**src/rtl/psum_requant_pkg.sv**
```systemverilog
// Shared constants, job configuration record and FSM state encoding for the
// partial-sum requantizer.
package psum_requant_pkg;

  localparam int PSUM_WIDTH    = 32;
  localparam int DEF_ACC_WIDTH = 40;
  localparam int DEF_OUT_WIDTH = 8;

  typedef enum logic [1:0] {
    ST_IDLE  = 2'd0,
    ST_ACCUM = 2'd1,
    ST_DRAIN = 2'd2
  } state_t;

  typedef struct packed {
    logic [7:0]  num_chunks;
    logic [15:0] num_outputs;
    logic [15:0] scale;
    logic [4:0]  shift;
    logic        relu_en;
  } rq_cfg_t;

  // A zero count means "one", so the per-job counters always have a target.
  function automatic logic [15:0] at_least_one(input logic [15:0] n);
    return (n == 16'd0) ? 16'd1 : n;
  endfunction

endpackage

```
**src/rtl/psum_requant_if.sv**
```systemverilog
// Downstream result stream. Valid/ready: a word moves when o_valid and i_ready
// are both high on a rising edge; o_data/o_last hold while o_valid waits.
interface psum_requant_if #(
  parameter int OUT_WIDTH = psum_requant_pkg::DEF_OUT_WIDTH
);
  logic                        o_valid;
  logic                        i_ready;
  logic signed [OUT_WIDTH-1:0] o_data;
  logic                        o_last;

  modport master (output o_valid, output o_data, output o_last, input i_ready);
  modport slave  (input o_valid, input o_data, input o_last, output i_ready);
endinterface

```
**src/rtl/psum_out_fifo.sv**
```systemverilog
// Show-ahead result FIFO. A write into a full FIFO is dropped (ovf pulses)
// unless a read in the same cycle frees a slot.
module psum_out_fifo #(
  parameter int WIDTH = 9,
  parameter int DEPTH = 4
) (
  input  logic             clk,
  input  logic             rst_n,
  input  logic             wr_en,
  input  logic [WIDTH-1:0] wr_data,
  output logic             ovf,
  input  logic             rd_en,
  output logic [WIDTH-1:0] rd_data,
  output logic             empty
);
  localparam int AW = $clog2(DEPTH);

  logic [WIDTH-1:0] mem [DEPTH];
  logic [AW-1:0]    wr_ptr, rd_ptr;
  logic [AW:0]      count;
  logic             full, rd_ok, wr_ok;

  assign empty = (count == '0);
  assign full  = (count == (AW+1)'(DEPTH));
  assign rd_ok = rd_en && !empty;
  assign wr_ok = wr_en && (!full || rd_ok);
  assign ovf   = wr_en && !wr_ok;
  // Zero while empty so the output reads as 0 after reset.
  assign rd_data = empty ? '0 : mem[rd_ptr];

  always_ff @(posedge clk or negedge rst_n) begin
    if (!rst_n) begin
      wr_ptr <= '0;
      rd_ptr <= '0;
      count  <= '0;
    end else begin
      if (wr_ok) wr_ptr <= wr_ptr + 1'b1;
      if (rd_ok) rd_ptr <= rd_ptr + 1'b1;
      case ({wr_ok, rd_ok})
        2'b10:   count <= count + 1'b1;
        2'b01:   count <= count - 1'b1;
        default: count <= count;
      endcase
    end
  end

  always_ff @(posedge clk) begin
    if (wr_ok) mem[wr_ptr] <= wr_data;
  end

endmodule

```
**src/rtl/psum_requant.sv**
```systemverilog
// Accumulates partial sums per output, requantizes (multiply, rounding shift,
// optional ReLU, saturate) over two pipeline stages and queues results.
module psum_requant
  import psum_requant_pkg::*;
#(
  parameter int ACC_WIDTH  = DEF_ACC_WIDTH,
  parameter int FIFO_DEPTH = 4,
  parameter int OUT_WIDTH  = DEF_OUT_WIDTH
) (
  input  logic                         clk,
  input  logic                         rst_n,
  input  logic                         i_start,
  input  logic [7:0]                   i_num_chunks,
  input  logic [15:0]                  i_num_outputs,
  input  logic [15:0]                  i_scale,
  input  logic [4:0]                   i_shift,
  input  logic                         i_relu_en,
  input  logic                         i_psum_valid,
  input  logic signed [PSUM_WIDTH-1:0] i_psum,
  psum_requant_if.master               out,
  output logic                         o_busy,
  output logic                         o_done,
  output logic                         o_err,
  output state_t                       o_state
);
  localparam int PROD_WIDTH = ACC_WIDTH + 17;
  localparam logic signed [PROD_WIDTH-1:0] OUT_MAX =
    {{(PROD_WIDTH-OUT_WIDTH+1){1'b0}}, {(OUT_WIDTH-1){1'b1}}};
  localparam logic signed [PROD_WIDTH-1:0] OUT_MIN =
    {{(PROD_WIDTH-OUT_WIDTH+1){1'b1}}, {(OUT_WIDTH-1){1'b0}}};

  state_t  state, state_nx;
  rq_cfg_t cfg;

  logic signed [ACC_WIDTH-1:0]  acc, psum_ext, sum;
  logic [7:0]                   chunk_cnt;
  logic [15:0]                  out_cnt;
  logic                         take, last_chunk, last_out, fwd, drop, start_ok;

  logic                         p1_valid, p1_last;
  logic signed [PROD_WIDTH-1:0] p1_prod;
  logic signed [PROD_WIDTH-1:0] rnd, rounded, shifted, clamped;
  logic                         p2_valid, p2_last;
  logic signed [OUT_WIDTH-1:0]  p2_data;

  logic                         fifo_ovf, fifo_empty, fifo_rd;
  logic [OUT_WIDTH:0]           fifo_rd_data;

  assign psum_ext   = ACC_WIDTH'(i_psum);
  assign sum        = acc + psum_ext;
  assign start_ok   = (state == ST_IDLE) && i_start;
  assign take       = (state == ST_ACCUM) && i_psum_valid;
  assign last_chunk = (chunk_cnt == cfg.num_chunks - 8'd1);
  assign last_out   = (out_cnt == cfg.num_outputs - 16'd1);
  assign fwd        = take && last_chunk;
  assign drop       = i_psum_valid && (state != ST_ACCUM);

  always_ff @(posedge clk or negedge rst_n) begin
    if (!rst_n) state <= ST_IDLE;
    else        state <= state_nx;
  end

  always_comb begin
    state_nx = state;
    o_done   = 1'b0;
    case (state)
      ST_IDLE:  if (i_start) state_nx = ST_ACCUM;
      ST_ACCUM: if (fwd && last_out) state_nx = ST_DRAIN;
      ST_DRAIN: begin
        if (!p1_valid && !p2_valid && fifo_empty) begin
          state_nx = ST_IDLE;
          o_done   = 1'b1;
        end
      end
      default:  state_nx = ST_IDLE;
    endcase
  end

  assign o_busy  = (state != ST_IDLE);
  assign o_state = state;

  // Accumulator, counters and configuration; the final chunk bypasses acc.
  always_ff @(posedge clk or negedge rst_n) begin
    if (!rst_n) begin
      cfg       <= '0;
      acc       <= '0;
      chunk_cnt <= '0;
      out_cnt   <= '0;
    end else if (start_ok) begin
      cfg.num_chunks  <= 8'(at_least_one({8'd0, i_num_chunks}));
      cfg.num_outputs <= at_least_one(i_num_outputs);
      cfg.scale       <= i_scale;
      cfg.shift       <= i_shift;
      cfg.relu_en     <= i_relu_en;
      acc             <= '0;
      chunk_cnt       <= '0;
      out_cnt         <= '0;
    end else if (take) begin
      if (last_chunk) begin
        acc       <= '0;
        chunk_cnt <= '0;
        out_cnt   <= out_cnt + 16'd1;
      end else begin
        acc       <= sum;
        chunk_cnt <= chunk_cnt + 8'd1;
      end
    end
  end

  always_comb begin
    rnd = '0;
    if (cfg.shift != 5'd0) rnd[cfg.shift - 5'd1] = 1'b1;
    rounded = p1_prod + rnd;
    shifted = rounded >>> cfg.shift;
    clamped = shifted;
    if (cfg.relu_en && shifted < 0) clamped = '0;
    if (clamped > OUT_MAX)      clamped = OUT_MAX;
    else if (clamped < OUT_MIN) clamped = OUT_MIN;
  end

  always_ff @(posedge clk or negedge rst_n) begin
    if (!rst_n) begin
      p1_valid <= 1'b0;
      p1_last  <= 1'b0;
      p1_prod  <= '0;
      p2_valid <= 1'b0;
      p2_last  <= 1'b0;
      p2_data  <= '0;
      o_err    <= 1'b0;
    end else begin
      p1_valid <= fwd;
      p1_last  <= fwd && last_out;
      if (fwd) p1_prod <= PROD_WIDTH'(sum) * PROD_WIDTH'($signed({1'b0, cfg.scale}));
      p2_valid <= p1_valid;
      if (p1_valid) begin
        p2_last <= p1_last;
        p2_data <= clamped[OUT_WIDTH-1:0];
      end
      o_err <= (o_err && !start_ok) || drop || fifo_ovf;
    end
  end

  assign fifo_rd = out.o_valid && out.i_ready;

  psum_out_fifo #(
    .WIDTH (OUT_WIDTH + 1),
    .DEPTH (FIFO_DEPTH)
  ) u_fifo (
    .clk     (clk),
    .rst_n   (rst_n),
    .wr_en   (p2_valid),
    .wr_data ({p2_last, p2_data}),
    .ovf     (fifo_ovf),
    .rd_en   (fifo_rd),
    .rd_data (fifo_rd_data),
    .empty   (fifo_empty)
  );

  assign out.o_valid = !fifo_empty;
  assign out.o_last  = fifo_rd_data[OUT_WIDTH];
  assign out.o_data  = fifo_rd_data[OUT_WIDTH-1:0];

endmodule

```
**src/flat_wrapper.sv**
```systemverilog
// flat-port wrapper written by rule: the top's interface ports become plain ports
module psum_requant_flat import psum_requant_pkg::*;
#(
  parameter int ACC_WIDTH  = DEF_ACC_WIDTH,
  parameter int FIFO_DEPTH = 4,
  parameter int OUT_WIDTH  = DEF_OUT_WIDTH
)
  (clk, rst_n, i_start, i_num_chunks, i_num_outputs, i_scale, i_shift, i_relu_en, i_psum_valid, i_psum, o_busy, o_done, o_err, o_state, out_o_valid, out_o_data, out_o_last, out_i_ready);
  psum_requant_if #(.OUT_WIDTH(OUT_WIDTH)) out_i ();
  input  logic clk;
  input  logic rst_n;
  input  logic i_start;
  input  logic [7:0] i_num_chunks;
  input  logic [15:0] i_num_outputs;
  input  logic [15:0] i_scale;
  input  logic [4:0] i_shift;
  input  logic i_relu_en;
  input  logic i_psum_valid;
  input  logic signed [PSUM_WIDTH-1:0] i_psum;
  output logic o_busy;
  output logic o_done;
  output logic o_err;
  output state_t o_state;
  output wire logic [$bits(out_i.o_valid)-1:0] out_o_valid;
  output wire logic [$bits(out_i.o_data)-1:0] out_o_data;
  output wire logic [$bits(out_i.o_last)-1:0] out_o_last;
  input wire logic [$bits(out_i.i_ready)-1:0] out_i_ready;
  assign out_o_valid = out_i.o_valid;
  assign out_o_data = out_i.o_data;
  assign out_o_last = out_i.o_last;
  assign out_i.i_ready = out_i_ready;
  psum_requant #(.ACC_WIDTH(ACC_WIDTH), .FIFO_DEPTH(FIFO_DEPTH), .OUT_WIDTH(OUT_WIDTH)) u_core (.clk(clk), .rst_n(rst_n), .i_start(i_start), .i_num_chunks(i_num_chunks), .i_num_outputs(i_num_outputs), .i_scale(i_scale), .i_shift(i_shift), .i_relu_en(i_relu_en), .i_psum_valid(i_psum_valid), .i_psum(i_psum), .out(out_i), .o_busy(o_busy), .o_done(o_done), .o_err(o_err), .o_state(o_state));
endmodule
```
**config.mk**
```make
export PLATFORM = sky130hd
export DESIGN_NAME = psum_requant_flat
export DESIGN_NICKNAME = d
export VERILOG_FILES = /design/src/rtl/psum_requant_pkg.sv /design/src/rtl/psum_requant_if.sv /design/src/rtl/psum_out_fifo.sv /design/src/rtl/psum_requant.sv /design/src/flat_wrapper.sv
export SDC_FILE = /design/constraint.sdc
export NUM_CORES = 2
export LEC_CHECK = 0
export ABC_AREA = 1
export CAP_MARGIN = 20
export CORE_ASPECT_RATIO = 0.8
export CORE_MARGIN = 1
export CORE_UTILIZATION = 39
export CTS_CLUSTER_SIZE = 24
export DETAILED_ROUTE_END_ITERATION = 12
export SLEW_MARGIN = 20
export SYNTH_ARGS = -nofsm -noshare
export SYNTH_HDL_FRONTEND = slang
export SYNTH_SLANG_ARGS = --single-unit
```
**constraint.sdc**
```tcl
create_clock -name clk -period 11.15 [get_ports clk]
set_input_delay 2.23 -clock clk [delete_from_list [all_inputs] [get_ports clk]]
set_output_delay 2.23 -clock clk [all_outputs]
set_load 0.03 [all_outputs]
```
# Word level (Yosys, flattened, before mapping)

Memory sizes are Yosys's and may differ from the RTL's.
Cells that the tools add are included.

Add/subtract/negate cells: 11
Multiply operators: 1
$lt $le $gt $ge: 5
Equal/unequal tests: 11
Shifts and indexed selects: 1
Multiplexer cells: 27
Reduce and logical (&&, ||, !) cells: 34

Operators by type and width:

| cell                                                                  | number |
|---|---|
| 40-bit 2-to-1 mux                                                     | 3 |
| 16-bit 2-to-1 mux                                                     | 4 |
| 57-bit by 33-bit adder with 57-bit output                             | 1 |
| 57-bit by 8-bit > comparator with 1-bit output, second input constant | 1 |
| 57-bit by 1-bit < comparator with 1-bit output, second input constant | 1 |
| 57-bit by 8-bit < comparator with 1-bit output, second input constant | 1 |
| 40-bit by 17-bit multiplier with 57-bit output                        | 1 |
| 57-bit 2-to-1 mux                                                     | 1 |
| 57-bit by 5-bit >>> shifter with 57-bit output                        | 1 |
| 8-bit 2-to-1 mux                                                      | 6 |
| 40-bit by 32-bit adder with 40-bit output                             | 1 |
| 32-bit 2-to-1 mux                                                     | 1 |
| 16-bit by 1-bit adder with 16-bit output, second input constant       | 1 |
| 16-bit equality test                                                  | 1 |
| 16-bit zero test                                                      | 1 |
| 16-bit by 1-bit subtractor with 16-bit output, second input constant  | 1 |
| 1-bit logical AND                                                     | 14 |
| 9-bit 2-to-1 mux                                                      | 1 |
| 8-bit by 1-bit adder with 8-bit output, second input constant         | 1 |
| 8-bit equality test                                                   | 1 |
| 8-bit zero test                                                       | 1 |
| 2-bit nonzero test                                                    | 4 |
| 8-bit by 1-bit subtractor with 8-bit output, second input constant    | 1 |
| 5-bit by 7-bit < comparator with 1-bit output, second input constant  | 1 |
| other kinds (22)                                                      | 40 |

Register bits: 189
Memory bits (writable): 36
Input bits: 83
Output and inout port bits: 15
Logic and storage cells: 110
Memories: 1

Memories:

| memory            | words | bits a word | rd ports | clocked after memory_dff | write ports | RTL line            | RTL |
|---|---|---|---|---|---|---|---|
| u_core.u_fifo.mem | 4     | 9           | 1        | 0                        | 1           | psum_out_fifo.sv:18 | `logic [WIDTH-1:0] mem [DEPTH];` |

# Depth between registers and ports, before layout

Depth in word-level cells: 14
Gate-level depth with buffers: 45
Depth with buffers taken out: 45

# Hierarchy

Synthesis repeated with hierarchy kept, for this count alone.

Cells, all modules: 5979
Area total of the unflattened synthesis: 42012.8 µm²

By module, submodules not included:

| module        | instances | cells each | area an instance (µm²) | sequential area each (µm²) |
|---|---|---|---|---|
| psum_requant  | 1         | 5778       | 40037.1                | 4554.4 |
| psum_out_fifo | 1         | 201        | 1975.6                 | 1256.2 |

# Worst setup path before layout

No wires, ideal clock.

Kind: input to register
Start: in i_psum[0]
End: reg u_core.p1_prod[56]
Library setup time: 130 ps
Arrival: 10044 ps
Data required time: 11020 ps
Slack: 977 ps
Stages: 41
Buffers on the path: 0
Path through: ha_1 -> inv_1 -> fa_1 -> nand3b_1 -> nand2_1 -> nand2_1 -> nand2_1 -> a21boi_1 -> o21ai_2 -> a21boi_2 -> o21ai_2 -> a21boi_2 -> o21ai_2 -> xor2_1 -> clkinv_1 -> nor2_1 -> fa_1 -> inv_1 -> (+5 left out) -> inv_1 -> fa_1 -> inv_1 -> ha_1 -> nand2_1 -> nor2_1 -> a211oi_1 -> o21ai_0 -> a21oi_1 -> o21ai_0 -> nand2_1 -> nand2_1 -> a311o_1 -> nand2_1 -> o311ai_0 -> or2_2 -> nand3_1 -> o21ai_0

Cells in the longest elaborated chain, start to end: 2

RTL lines:

| what                                           | RTL line            | RTL |
|---|---|---|
| start: declaration                             | flat_wrapper.sv:19  | `input logic signed [PSUM_WIDTH-1:0] i_psum;` |
| 40-bit by 32-bit adder with 40-bit output      | psum_requant.sv:50  | `assign sum = acc + psum_ext;` |
| 40-bit by 17-bit multiplier with 57-bit output | psum_requant.sv:133 | `if (fwd) p1_prod <= PROD_WIDTH'(sum) * PROD_WIDTH'($signed({1'b0, cfg.scale}));` |
| end signal: assignment                         | psum_requant.sv:133 |  |
| end: declaration                               | psum_requant.sv:41  | `logic signed [PROD_WIDTH-1:0] p1_prod;` |

Every way passes these cells.
A chain may end at the register's enable or synchronous reset.

# Worst setup path after layout

Start: in i_psum[0]
End: reg u_core.p1_prod[49]

The elaborated chain is that of the path after synthesis.

==> flow_summary.yaml <==
grt:
  grt_util_met3: 0.0485
  grt_start_max_net_pins: 114
  grtUsageMet1: 0.385
  antenna_found_initial: 3
  met2_usage: 0.391
  grt_pass1_vias: 39100
  grt_pass1_wl_um: 219000
  track_usage: 0.257
  top_usage_layer: "met2"
  grt.overflow.total: 0
cells_and_area:
  final_cell_mix: "1425 x nand2_1, 1155 x inv_1, 598 x nor2_1, 598 x fa_1, 547 x nand3_1"
  regArea_um2: 5810
  drive_above_1_share: 0.0878
  multiInputGateArea_um2: 30700
  fin_cells: 7532
  finish.utilization: 0.448
  nFillCells: 10800
  diodes: 0
  layout_commonest_cell: "nand2_1"
  final_nets: 6997
  area_growth_pct: 12.9
clocking:
  cts.clk_slew.worst_paths_ps: 60
  cts.sinks: 225
  cts_buffer_depth: 3
  cts_made_buffers: 30
  cts_tree: "built"
  insertion_delay_ps: 660
  cts.htree.levels: 1
  clock-root-buffer: "clkbuf_16"
timing:
  maxSlewHeadroom: 0.181
  holdWs_ps: 490
  skew_ps: 44.0
  maxSlewViolCount: 0
  min_period_ps: 10690
  finalHoldViolCount: 0
  max_freq_mhz: 93.5
  finalCritPeriodShare: 0.959
  worst_pin_slew_ps: 1210
  setup_viol: 0
  setup_tns_ps: 0
logic_synthesis:
  async_flop_share: 0.840
  synth_seq_cells: 225
  syn_nets: 6771
  yosysTopAreaCell: "fa_1"
  synthesis.area_um2: 41800
  synth_top_flop_cell: "dfrtp_1"
  synth_top_cell_area_share: 0.287
  syn_avg_cell_area_um2: 7.10
  synthCells: 5878
  synth_edf_count: 36
  yosys_warnings: 0
  synth_area_leaders: "fa_1 29%, nand2_1 13%, dfrtp_1 11%, inv_1 10%, nand3_1 6.6%"
  ys_seq_area_frac: 0.139
  synth_cell_types: 72
setup_path:
  cp-startpoint: "i_psum[0]"
  crit_family: "adder cells"
  critPathBufInv: 10
  criticalPathCategory: "input port to flop"
  worstPathRequired_ps: 11650
  critPathMaxFanout: 8
  crit_slowest_cell: "fa_1"
  worst_setup_path_start_kind: "input port"
  worst_ep_arrival_time_ps: 11190
  critical_path.max_stage_delay_ps: 560
  r2r_start: "u_core.acc[0]"
  critPathCaptureType: "flop"
die:
  io_pins: 98
  die_h_um: 295
  core_area_um2: 105000
  die-area_um2: 108000
  initial_core_util: 0.397
  die_w_um: 368
  placementRows: 106
placed_design:
  hpwlAfterDp_um: 111000
  place_congestion: 0.986
  portBuffers: 97
  place_inst: 7473
detailed_routing:
  wl_um: 135000
  postRouteAntennaNets: 0
  vias: 38600
  wire_per_inst_um: 17.9
  dr.pass1.iters: 6
  drt_iter0_markers: 3376
  via_per_inst: 5.12
  drc: 0
outcome:
  outcome: "complete, no violations"
hold_path:
  hold_class: "flop to flop"
  hp-start: "u_core.acc[13]"
job:
  cap_violations: 0
-- worst reg2reg max path: cells and delay by family, from the launching register on --
family / cells / cell delay (ps)
AO/OA/AOI/OAI: 15 / 2210
flip-flops: 1 / 360
buffers and inverters: 9 / 950
adder cells (fa/ha/maj): 9 / 3940
XOR/XNOR: 1 / 160
AND/OR/NAND/NOR: 9 / 1260
-- metal layers --
metal / wire length, um / part of all wire / up-vias
met1: 65000 / 0.48 / 18800
met2: 56900 / 0.42 / 1293
met5: 0 / 0 / -
met4: 1760 / 0.013 / 0
met3: 11600 / 0.086 / 117
li1: - / - / 18400
-- final cells by class --
type | count | area share
timing repair buffer | 393 | 0.0695
clock inverter | 24 | 0.00632
clock buffer | 32 | 0.0161
multi-input combinational | 4254 | 0.652
sequential | 225 | 0.123
inverter | 1200 | 0.0956
tap | 1404 | 0.0373
-- synthesized netlist by cell type, drive strengths merged (3+ instances only) --
cell type,n
nor2,631
dfrtp,189
nor3b,3
nand3b,7
a31oi,18
o21a,7
nand3,566
nor4,12
buf,53
xor2,82
o22ai,5
a21oi,175
o21ai,223
fa,598
nand4,45
a221oi,4
nor3,48
and2,7
o21bai,5
o211ai,10
clkbuf,146
or2,42
clkinv,12
nand2,1447
a21boi,10
inv,1188
a211oi,8
ha,212
o221ai,6
o311ai,3
xnor2,57
a21o,4
edfxtp,36
-- repair_timing --
action / CTS / global route
gates resized for setup: 0 / 16
endpoints found under the setup margin: 0 / 8
setup buffers: 0 / 2
hold buffers: 0 / 0
endpoints found under the hold margin: 0 / 0
-- state kept, by name, indices dropped and copies added (netlist names) --
| signal | cells |
|---|---|
| u_core.o_state | 2 |
| u_core.p1_prod | 57 |
| u_core.u_fifo.rd_ptr | 2 |
| u_core.cfg | 46 |
| u_core.o_err | 1 |
| u_core.u_fifo.wr_ptr | 2 |
| u_core.chunk_cnt | 8 |
| u_core.p1_last | 1 |
| u_core.p2_data | 8 |
| u_core.u_fifo.count | 3 |
| u_core.p2_last | 1 |
| u_core.p2_valid | 1 |
| u_core.u_fifo.mem | 36 |
| u_core.out_cnt | 16 |
| u_core.acc | 40 |
| u_core.p1_valid | 1 |
-- stage by stage --
stage / setup WS (ps) / instance area, um^2
after floorplan: 977 / 41800
after CTS: 398 / 47000
after global routing: -19.9 / 47100
after global placement: -191 / 46000
after detailed placement: -260 / 46000
final: 460 / 47100
-- kinds of logic after synthesis --
group                    Yosys count  share of synthesized area
XOR/XNOR                         139                     0.0299
multiplexers                       3                   0.000779
adder cells (fa/ha/maj)          810                      0.350
other                              1                  0.0000898
buffers and inverters           1399                      0.127
AO/OA/AOI/OAI                    488                     0.0654
flip-flops                       225                      0.139
AND/OR/NAND/NOR                 2813                      0.287
-- final timing paths --
| kind | endpoint | slack (ps) | cells past startpoint |
|---|---|---|---|
| max reg2reg | u_core.p1_prod[49] | 2170 | 43 |
| max in group asynchronous | u_core.cfg[3] | 8350 | 2 |
| min | u_core.acc[13] | 490 | 2 |
| max | u_core.p1_prod[49] | 460 | 44 |
| min reg2reg | u_core.acc[13] | 490 | 2 |
| min in group asynchronous | u_core.acc[10] | 1620 | 1 |
Power is not shown: default switching activity piles up to over one toggle a cycle in this logic, so the estimate is an artifact.
